==> src/rtl/alu_pkg.sv <==
// Shared types for the execute stage: ALU opcodes and execute FSM states.
// Opcodes 11-15 are deliberately left unnamed; the ALU treats them as undefined (result 0).
// The multiplier opcode is only honoured when the unit is built with MUL_EN=1.
package alu_pkg;

  localparam int ALU_OP_W = 4;

  typedef enum logic [ALU_OP_W-1:0] {
    ALU_ADD  = 4'd0,
    ALU_SUB  = 4'd1,
    ALU_AND  = 4'd2,
    ALU_OR   = 4'd3,
    ALU_XOR  = 4'd4,
    ALU_SLL  = 4'd5,
    ALU_SRL  = 4'd6,
    ALU_SRA  = 4'd7,
    ALU_SLT  = 4'd8,
    ALU_SLTU = 4'd9,
    ALU_MUL  = 4'd10
  } alu_op_e;

  typedef enum logic {
    IDLE     = 1'b0,
    MUL_BUSY = 1'b1
  } exec_state_e;

  // True when the raw opcode field selects the iterative multiplier
  function automatic logic op_is_mul(input logic [ALU_OP_W-1:0] op);
    return op == ALU_MUL;
  endfunction

endpackage

==> src/rtl/mul_iter.sv <==
// Iterative shift-add multiplier: one multiplier bit consumed per clock.
// Latency: operands latched on i_start, o_done asserted combinationally during the
// DATA_WIDTH-th busy cycle with o_product valid; caller must not start while busy.
module mul_iter #(
  parameter int DATA_WIDTH = 32
) (
  input  logic                  clk,
  input  logic                  rst_n,
  input  logic                  i_start,
  input  logic [DATA_WIDTH-1:0] i_a,
  input  logic [DATA_WIDTH-1:0] i_b,
  output logic                  o_done,
  output logic [DATA_WIDTH-1:0] o_product
);

  localparam int CNT_W = $clog2(DATA_WIDTH);
  localparam logic [CNT_W-1:0] LAST_STEP = CNT_W'(DATA_WIDTH - 1);

  logic                  r_busy;
  logic [CNT_W-1:0]      r_cnt;
  logic [DATA_WIDTH-1:0] r_mcand;
  logic [DATA_WIDTH-1:0] r_mplier;
  logic [DATA_WIDTH-1:0] r_acc;
  logic [DATA_WIDTH-1:0] w_acc_nxt;

  // Partial sum after consuming the current low multiplier bit; wraps modulo 2**DATA_WIDTH
  always_comb begin
    w_acc_nxt = r_acc + (r_mplier[0] ? r_mcand : '0);
  end

  // The final step's sum is handed out directly so the caller can register it on that edge
  assign o_done    = r_busy && (r_cnt == LAST_STEP);
  assign o_product = w_acc_nxt;

  // Operand latch on start, then one shift-add step per cycle until the last bit
  always_ff @(posedge clk or negedge rst_n) begin
    if (!rst_n) begin
      r_busy   <= 1'b0;
      r_cnt    <= '0;
      r_mcand  <= '0;
      r_mplier <= '0;
      r_acc    <= '0;
    end else if (i_start && !r_busy) begin
      r_busy   <= 1'b1;
      r_cnt    <= '0;
      r_mcand  <= i_a;
      r_mplier <= i_b;
      r_acc    <= '0;
    end else if (r_busy) begin
      r_acc    <= w_acc_nxt;
      r_mcand  <= r_mcand << 1;
      r_mplier <= r_mplier >> 1;
      r_cnt    <= r_cnt + 1'b1;
      if (r_cnt == LAST_STEP) begin
        r_busy <= 1'b0;
      end
    end
  end

endmodule

==> src/rtl/exec_unit.sv <==
// Execute stage: 2R/1W register file, operand select, combinational ALU, optional iterative MUL.
// Latency: single-cycle ops 1 cycle; MUL writes back DATA_WIDTH edges after acceptance.
// Backpressure: in_ready drops for the whole MUL; nothing is accepted while it runs.
module exec_unit
  import alu_pkg::*;
#(
  parameter int ADDRESS_WIDTH = 5,
  parameter int DATA_WIDTH    = 32,
  parameter int MUL_EN        = 1
) (
  input  logic                     clk,
  input  logic                     rst_n,
  input  logic                     in_valid,
  output logic                     in_ready,
  input  logic [ALU_OP_W-1:0]      alu_op,
  input  logic                     alu_src,
  input  logic                     reg_write,
  input  logic [DATA_WIDTH-1:0]    imm_op,
  input  logic [ADDRESS_WIDTH-1:0] rs1,
  input  logic [ADDRESS_WIDTH-1:0] rs2,
  input  logic [ADDRESS_WIDTH-1:0] rd,
  output logic                     out_valid,
  output logic [DATA_WIDTH-1:0]    alu_out,
  output logic                     eq,
  output logic [DATA_WIDTH-1:0]    a0
);

  localparam int NREG  = 2 ** ADDRESS_WIDTH;
  localparam int SHW   = $clog2(DATA_WIDTH);
  localparam int A0_IX = 10;

  // Architectural state
  logic [DATA_WIDTH-1:0]    r_rf [NREG];
  exec_state_e              r_state;
  logic                     r_out_valid;
  logic [DATA_WIDTH-1:0]    r_alu_out;
  logic                     r_eq;

  // MUL context captured at acceptance, consumed at completion
  logic [ADDRESS_WIDTH-1:0] r_mul_rd;
  logic                     r_mul_we;
  logic                     r_mul_eq;

  // Combinational datapath
  logic [DATA_WIDTH-1:0]    w_op1;
  logic [DATA_WIDTH-1:0]    w_rs2_val;
  logic [DATA_WIDTH-1:0]    w_op2;
  logic [SHW-1:0]           w_shamt;
  logic [DATA_WIDTH-1:0]    w_alu_res;
  logic                     w_op_eq;
  logic                     w_is_mul;

  // FSM / handshake
  exec_state_e              w_state_nxt;
  logic                     w_accept;
  logic                     w_mul_start;
  logic                     w_single_fin;
  logic                     w_mul_fin;

  // Multiplier interface
  logic                     w_mul_done;
  logic [DATA_WIDTH-1:0]    w_mul_product;

  // Writeback port
  logic                     w_wr_en;
  logic [ADDRESS_WIDTH-1:0] w_wr_addr;
  logic [DATA_WIDTH-1:0]    w_wr_data;

  // Register file reads and operand select; x0 is forced to zero on read
  always_comb begin
    w_op1     = (rs1 == '0) ? '0 : r_rf[rs1];
    w_rs2_val = (rs2 == '0) ? '0 : r_rf[rs2];
    w_op2     = alu_src ? imm_op : w_rs2_val;
    w_op_eq   = (w_op1 == w_op2);
    w_is_mul  = (MUL_EN != 0) && op_is_mul(alu_op);
  end

  // Single-cycle ALU; MUL and unassigned codes yield 0 here (MUL result comes from mul_iter)
  always_comb begin
    w_shamt   = w_op2[SHW-1:0];
    w_alu_res = '0;
    case (alu_op)
      ALU_ADD:  w_alu_res = w_op1 + w_op2;
      ALU_SUB:  w_alu_res = w_op1 - w_op2;
      ALU_AND:  w_alu_res = w_op1 & w_op2;
      ALU_OR:   w_alu_res = w_op1 | w_op2;
      ALU_XOR:  w_alu_res = w_op1 ^ w_op2;
      ALU_SLL:  w_alu_res = w_op1 << w_shamt;
      ALU_SRL:  w_alu_res = w_op1 >> w_shamt;
      ALU_SRA:  w_alu_res = DATA_WIDTH'($signed(w_op1) >>> w_shamt);
      ALU_SLT:  w_alu_res = {{(DATA_WIDTH-1){1'b0}}, ($signed(w_op1) < $signed(w_op2))};
      ALU_SLTU: w_alu_res = {{(DATA_WIDTH-1){1'b0}}, (w_op1 < w_op2)};
      default:  w_alu_res = '0;
    endcase
  end

  // Optional multiplier; without it MUL decodes as an undefined single-cycle op
  generate
    if (MUL_EN != 0) begin : g_mul
      mul_iter #(
        .DATA_WIDTH (DATA_WIDTH)
      ) u_mul (
        .clk       (clk),
        .rst_n     (rst_n),
        .i_start   (w_mul_start),
        .i_a       (w_op1),
        .i_b       (w_op2),
        .o_done    (w_mul_done),
        .o_product (w_mul_product)
      );
    end else begin : g_no_mul
      assign w_mul_done    = 1'b0;
      assign w_mul_product = '0;
    end
  endgenerate

  // FSM state register
  always_ff @(posedge clk or negedge rst_n) begin
    if (!rst_n) begin
      r_state <= IDLE;
    end else begin
      r_state <= w_state_nxt;
    end
  end

  // FSM next state: MUL parks the unit until the multiplier reports its final step
  always_comb begin
    w_state_nxt = r_state;
    case (r_state)
      IDLE:     if (w_accept && w_is_mul) w_state_nxt = MUL_BUSY;
      MUL_BUSY: if (w_mul_done)           w_state_nxt = IDLE;
      default:                            w_state_nxt = IDLE;
    endcase
  end

  // FSM outputs: handshake and the two completion sources
  always_comb begin
    in_ready     = (r_state == IDLE);
    w_accept     = in_valid && in_ready;
    w_mul_start  = w_accept && w_is_mul;
    w_single_fin = w_accept && !w_is_mul;
    w_mul_fin    = (r_state == MUL_BUSY) && w_mul_done;
  end

  // Writeback select; the two sources are mutually exclusive by FSM state
  always_comb begin
    w_wr_en   = 1'b0;
    w_wr_addr = '0;
    w_wr_data = '0;
    if (w_single_fin) begin
      w_wr_en   = reg_write;
      w_wr_addr = rd;
      w_wr_data = w_alu_res;
    end else if (w_mul_fin) begin
      w_wr_en   = r_mul_we;
      w_wr_addr = r_mul_rd;
      w_wr_data = w_mul_product;
    end
  end

  // Register file write; x0 writes are dropped so it stays zero
  always_ff @(posedge clk or negedge rst_n) begin
    if (!rst_n) begin
      for (int i = 0; i < NREG; i++) begin
        r_rf[i] <= '0;
      end
    end else if (w_wr_en && (w_wr_addr != '0)) begin
      r_rf[w_wr_addr] <= w_wr_data;
    end
  end

  // Capture MUL destination and EQ at acceptance, since decode inputs move on
  always_ff @(posedge clk or negedge rst_n) begin
    if (!rst_n) begin
      r_mul_rd <= '0;
      r_mul_we <= 1'b0;
      r_mul_eq <= 1'b0;
    end else if (w_mul_start) begin
      r_mul_rd <= rd;
      r_mul_we <= reg_write;
      r_mul_eq <= w_op_eq;
    end
  end

  // Result registers: one-cycle valid pulse, data held until the next completion
  always_ff @(posedge clk or negedge rst_n) begin
    if (!rst_n) begin
      r_out_valid <= 1'b0;
      r_alu_out   <= '0;
      r_eq        <= 1'b0;
    end else begin
      r_out_valid <= w_single_fin || w_mul_fin;
      if (w_single_fin) begin
        r_alu_out <= w_alu_res;
        r_eq      <= w_op_eq;
      end else if (w_mul_fin) begin
        r_alu_out <= w_mul_product;
        r_eq      <= r_mul_eq;
      end
    end
  end

  assign out_valid = r_out_valid;
  assign alu_out   = r_alu_out;
  assign eq        = r_eq;
  assign a0        = r_rf[A0_IX];

endmodule

==> config.mk <==
export PLATFORM = sky130hd
export DESIGN_NAME = exec_unit
export DESIGN_NICKNAME = d
export VERILOG_FILES = /design/src/rtl/alu_pkg.sv /design/src/rtl/mul_iter.sv /design/src/rtl/exec_unit.sv
export SDC_FILE = /design/constraint.sdc
export NUM_CORES = 2
export LEC_CHECK = 0
export ABC_CLOCK_PERIOD_IN_PS = 5800
export CAP_MARGIN = 20
export CORE_MARGIN = 10
export CORE_UTILIZATION = 64
export DETAILED_ROUTE_END_ITERATION = 8
export PLACE_DENSITY = 0.83
export SYNTH_ARGS = -nofsm -noshare
export SYNTH_HDL_FRONTEND = slang
export SYNTH_SLANG_ARGS = --single-unit
export TNS_END_PERCENT = 10
==> constraint.sdc <==
create_clock -name clk -period 5.8 [get_ports clk]
set_input_delay 1.16 -clock clk [delete_from_list [all_inputs] [get_ports clk]]
set_output_delay 1.16 -clock clk [all_outputs]
set_load 0.02 [all_outputs]
==> summary.txt, run 1 <==
status = aborted with a tool error
stopping stage = 5_1_grt
tool error message = [ERROR GRT-0232] Routing congestion too high. Check the congestion heatmap in the GUI.
mapped cell area = 72300 um^2
largest family of logic cells by synthesized area = multiplexers
ys flop type = dfrtp_1
CTS buffer count = 117
Post-Synth Adder-Cell Area = 0.0239
GRT Overall Usage = 0.711
Final Wtd Congestion = 1.09
Ports = 123
H-tree Lvls = 3
dpl hpwl = 223000 um
post-synth net total = 7375
die width = 356 um
starting density of the core = 0.643
Syn Area/Cell = 10.1 um^2
number of port buffers = 122
XOR/XNOR Fraction of Synth Area = 0.00582
post-synthesis simple-gate area fraction = 0.114
yosys warns = 0
Root Driver = clkbuf_16
leading post-synthesis cells by cell area = dfrtp_1 (40%), mux4_2 (12%), mux2i_1 (5.2%), nand2_1 (5.1%), o21ai_0 (3.7%)
Async S/R FF share, synth = 1.00
clk sink count = 1168
largest net degree at the start of global routing = 153
antenna violations before repair = 32
Clock Tree Buf Depth = 3
Remaining Overflow, GRT = 139
post-GRT worst EP = a0[16]$_DFFE_PN0P_/D
area share of the largest cell type after synthesis = 0.404
Yosys top cell by area = dfrtp_1
Synth cell types = 120
Gate Count Post-Synth = 7183
Post-synth EDFFs = 0
post-synthesis mux area share = 0.209
#FFs+latches synth = 1168
top-count cell post-synth = dfrtp_1
Synth Area in Compound Gates = 0.187
die height = 356 um
Worst-path end type = register input
# rows = 123
post-synthesis sequential area ratio = 0.404
synth cell count leaders = dfrtp_1 (1168), nand2_1 (985), nor2_1 (585)
Hold-fix buffers, CTS = 0
[per-layer routing]
layer	global-route usage	GRT overflow
met1	0.712	6
met2	0.862	54
met3	0.583	5
met4	0.658	72
met5	0.411	2
[per-stage QoR]
stage          cells   util  cell area (um^2)  TNS, ps  setup WS, ps
2_1_floorplan   7183      -             73000    -3880         -90.9
3_3_place_gp    9313  0.743             83400  -755480         -1200
3_5_place_dp    9313  0.743             83400  -863790         -1320
4_1_cts         9542  0.785             88200        0          5.86
[logic make-up after synthesis]
group | after synthesis
AND/OR/NAND/NOR | 1950
adder cells (fa/ha/maj) | 136
XOR/XNOR | 48
flip-flops | 1168
multiplexers | 967
AO/OA/AOI/OAI | 2095
buffers and inverters | 819
[what timing repair did]
action / 4_1_cts
cloned: 4
pin swaps: 19
gates resized for setup: 50
buffers inserted: 7
endpoints found under the setup margin: 758
==> inputs of run 2 (changes only) <==
--- a/config.mk
+++ b/config.mk
@@ -8,9 +8,9 @@
 export ABC_CLOCK_PERIOD_IN_PS = 5800
 export CAP_MARGIN = 20
 export CORE_MARGIN = 10
-export CORE_UTILIZATION = 64
+export CORE_UTILIZATION = 40
 export DETAILED_ROUTE_END_ITERATION = 8
-export PLACE_DENSITY = 0.83
+export PLACE_DENSITY_LB_ADDON = 0.15
 export SYNTH_ARGS = -nofsm -noshare
 export SYNTH_HDL_FRONTEND = slang
 export SYNTH_SLANG_ARGS = --single-unit
==> run 2 against run 1 <==
The flow now finishes without violations; synthesized cell count unchanged; area after synthesis stayed put.
==> summary.txt, run 2 <==
status = complete, no violations
arrival time at the worst endpoint = 6400 ps
post-synthesis sequential area ratio = 0.404
largest net degree at the start of global routing = 134
DRC = 0
Internal Pwr Total = 17900 uW
Gate Count Post-Synth = 7183
Placeable Area = 179000 um^2
worst reg2reg path depth = 22
placed cell area = 84400 um^2
Synth cell types = 120
CTS tree = done
Max Clock Freq = 175 MHz
final instance area = 89900 um^2
layout cells sized above 1 = 0.296
GRT Overall Usage = 0.312
fin worst setup slack = 69.4 ps
delay-heaviest family, CP = compound AO/OA/AOI/OAI gates
Ports = 123
leading post-synthesis cells by cell area = dfrtp_1 (40%), mux4_2 (12%), mux2i_1 (5.2%), nand2_1 (5.1%), o21ai_0 (3.7%)
area share of the largest cell type after synthesis = 0.404
max FFs per register = 992
Clock Tree Buf Depth = 3
routed vias = 64008
Syn Area/Cell = 10.1 um^2
Seq pwr share = 0.308
Req. time, crit path = 6470 ps
fin crit share = 0.988
number of port buffers = 122
pre-CTS setup slack = -1180 ps
crit end category = flop
buffers plus inverters on the worst setup path = 7
Root Driver = clkbuf_16
crit-path max cell delay = 500 ps
Worst R2R End = r_rf[103]
Comb pwr share = 0.386
CTS buffer count = 138
antenna violations before repair = 10
unrepaired setup endpoints after global routing = true
max-cap viol count = 0
final WL = 318000 um
normalized max-slew margin = 0.291
Async S/R FF share, synth = 1.00
Lkg Pwr = 0.0398 uW
Sw Share = 0.391
Vias/cell = 6.10
synth cell count leaders = dfrtp_1 (1168), nand2_1 (985), nor2_1 (585)
critical path type = input port to flop
commonest non-fill, non-tap cell in the layout = dfrtp_1
top-count cell post-synth = dfrtp_1
post-route ant nets = 0
drt pass-1 iters = 8
reg2reg setup slack = 380 ps
net count reported at finish = 8213
#FFs+latches synth = 1168
Critical Path Source Type = input port
Reg2Reg Launch Point = r_rf[128]
IR Drop Worst-Case VDD = 0.494 mV
post-synth net total = 7375
fillers = 16424
Worst Hold Class = input port to asynchronous set/reset pin
Yosys top cell by area = dfrtp_1
# setup viols final = 0
CP max FO = 14
Net Switching = 11500 uW
worst slew pin tran = 1060 ps
die height = 445 um
clock power share = 0.306
Top reg by flops = r_rf
H-tree Lvls = 4
final design utilization = 0.502
Hold-fix buffers, CTS = 0
first-pass GRT wire length = 457000 um
Area growth syn-to-layout = 24.4%
Initial DRC Count = 6835
Final Power = 29400 uW
ys flop type = dfrtp_1
yosys warns = 0
worst-path cell chain = buf_16, buf_4, buf_16, mux4_2, a22oi_1, nand2_1, a22oi_2, inv_2, ha_4, nor2b_1, o31ai_4, a2111oi_4, or4_4, buf_4, o221ai_4, a41oi_2, mux2i_1, a2111o_1, o31ai_4, a21boi_4, buf_12, bufbuf_16, a21oi_2
mapped cell area = 72300 um^2
Post-synth EDFFs = 0
endpoints failing hold = 0
Final Wtd Congestion = 1.01
wire per inst = 30.3 um
# rows = 155
DIE AREA = 198000 um^2
die width = 445 um
fin. max-slew vios = 0
PwrDens = 327 nW/um^2
Reg clk slew, reported paths = 60 ps
starting density of the core = 0.404
Remaining Overflow, GRT = 0
Setup Skew = 27.5 ps
commonest non-fill, non-tap cells in the layout = dfrtp_1 (1167), buf_4 (1114), nand2_1 (984)
clk sink count = 1168
worst skew pair latency = 810 ps
via count of the first global-routing pass = 63182
slowest CP cell = mux4_2
crit path time final = 5730 ps
dpl hpwl = 235000 um
run 2: timing repair:
action / CTS / global route
endpoints found under the setup margin: 237 / 595
gates resized for setup: 19 / 82
buffers inserted: 11 / 14
pin swaps: 8 / 22
gates cloned: 3 / 3
run 2: logic make-up after synthesis:
kind of cell	Yosys count	share of synthesized area
AND/OR/NAND/NOR	1950	0.114
flip-flops	1168	0.404
AO/OA/AOI/OAI	2095	0.187
XOR/XNOR	48	0.00582
multiplexers	967	0.209
adder cells (fa/ha/maj)	136	0.0239
buffers and inverters	819	0.0558
run 2: per-layer routing:
| metal | share of wire | global-route usage | vias up |
|---|---|---|---|
| li1 | - | - | 28108 |
| met1 | 0.42 | 0.412 | 32471 |
| met2 | 0.46 | 0.496 | 2750 |
| met3 | 0.073 | 0.0569 | 673 |
| met4 | 0.053 | 0.145 | 6 |
| met5 | 0.00010 | 0 | - |
run 2: stage by stage:
stage	instances	setup TNS (ps)	hold WS, ps
floorplan	7183	-3880	441
global route	10485	-1470	362
detailed placement	10205	-676480	386
finish	10486	0	289
global placement	10204	-662230	378
CTS	10468	0	332
run 2: power groups by stage:
| stage | sequential, uW | combinational, uW | clock (uW) |
|---|---|---|---|
| 6_report | 9060 | 11300 | 8980 |
| 5_1_grt | 9110 | 11900 | 9460 |
| 4_1_cts | 9060 | 11100 | 9130 |
| 3_5_place_dp | 9200 | 11000 | 0 |
| 3_3_place_gp | 9180 | 11000 | 0 |
| 2_1_floorplan | 9140 | 5590 | 0 |
run 2: worst max-delay path by stage:
stage            from   endpoint  slack (ps)  cells after the start
2_1_floorplan  rs1[1]  r_rf[211]         -90                     24
6_report       rs1[0]  r_rf[179]          70                     23
4_1_cts        rs1[0]  r_rf[883]           1                     23
3_3_place_gp   rs1[0]  r_rf[883]       -1110                     22
5_1_grt        rs1[0]   r_rf[63]         -50                     26
3_5_place_dp   rs1[0]  r_rf[851]       -1180                     20
run 2: final cells by class:
cell class | instances | area [um^2] | share of cell area
Antenna cell | 1 | 2.50 | 0.0000278
Tap cell | 2355 | 2950 | 0.0328
Sequential cell | 1168 | 29200 | 0.325
Multi-Input combinational cell | 5196 | 39800 | 0.442
Timing Repair Buffer | 1399 | 12900 | 0.143
Clock buffer | 208 | 4100 | 0.0456
Clock inverter | 41 | 536 | 0.00595
Inverter | 118 | 449 | 0.00499
Power figures use the tool's default switching activity.
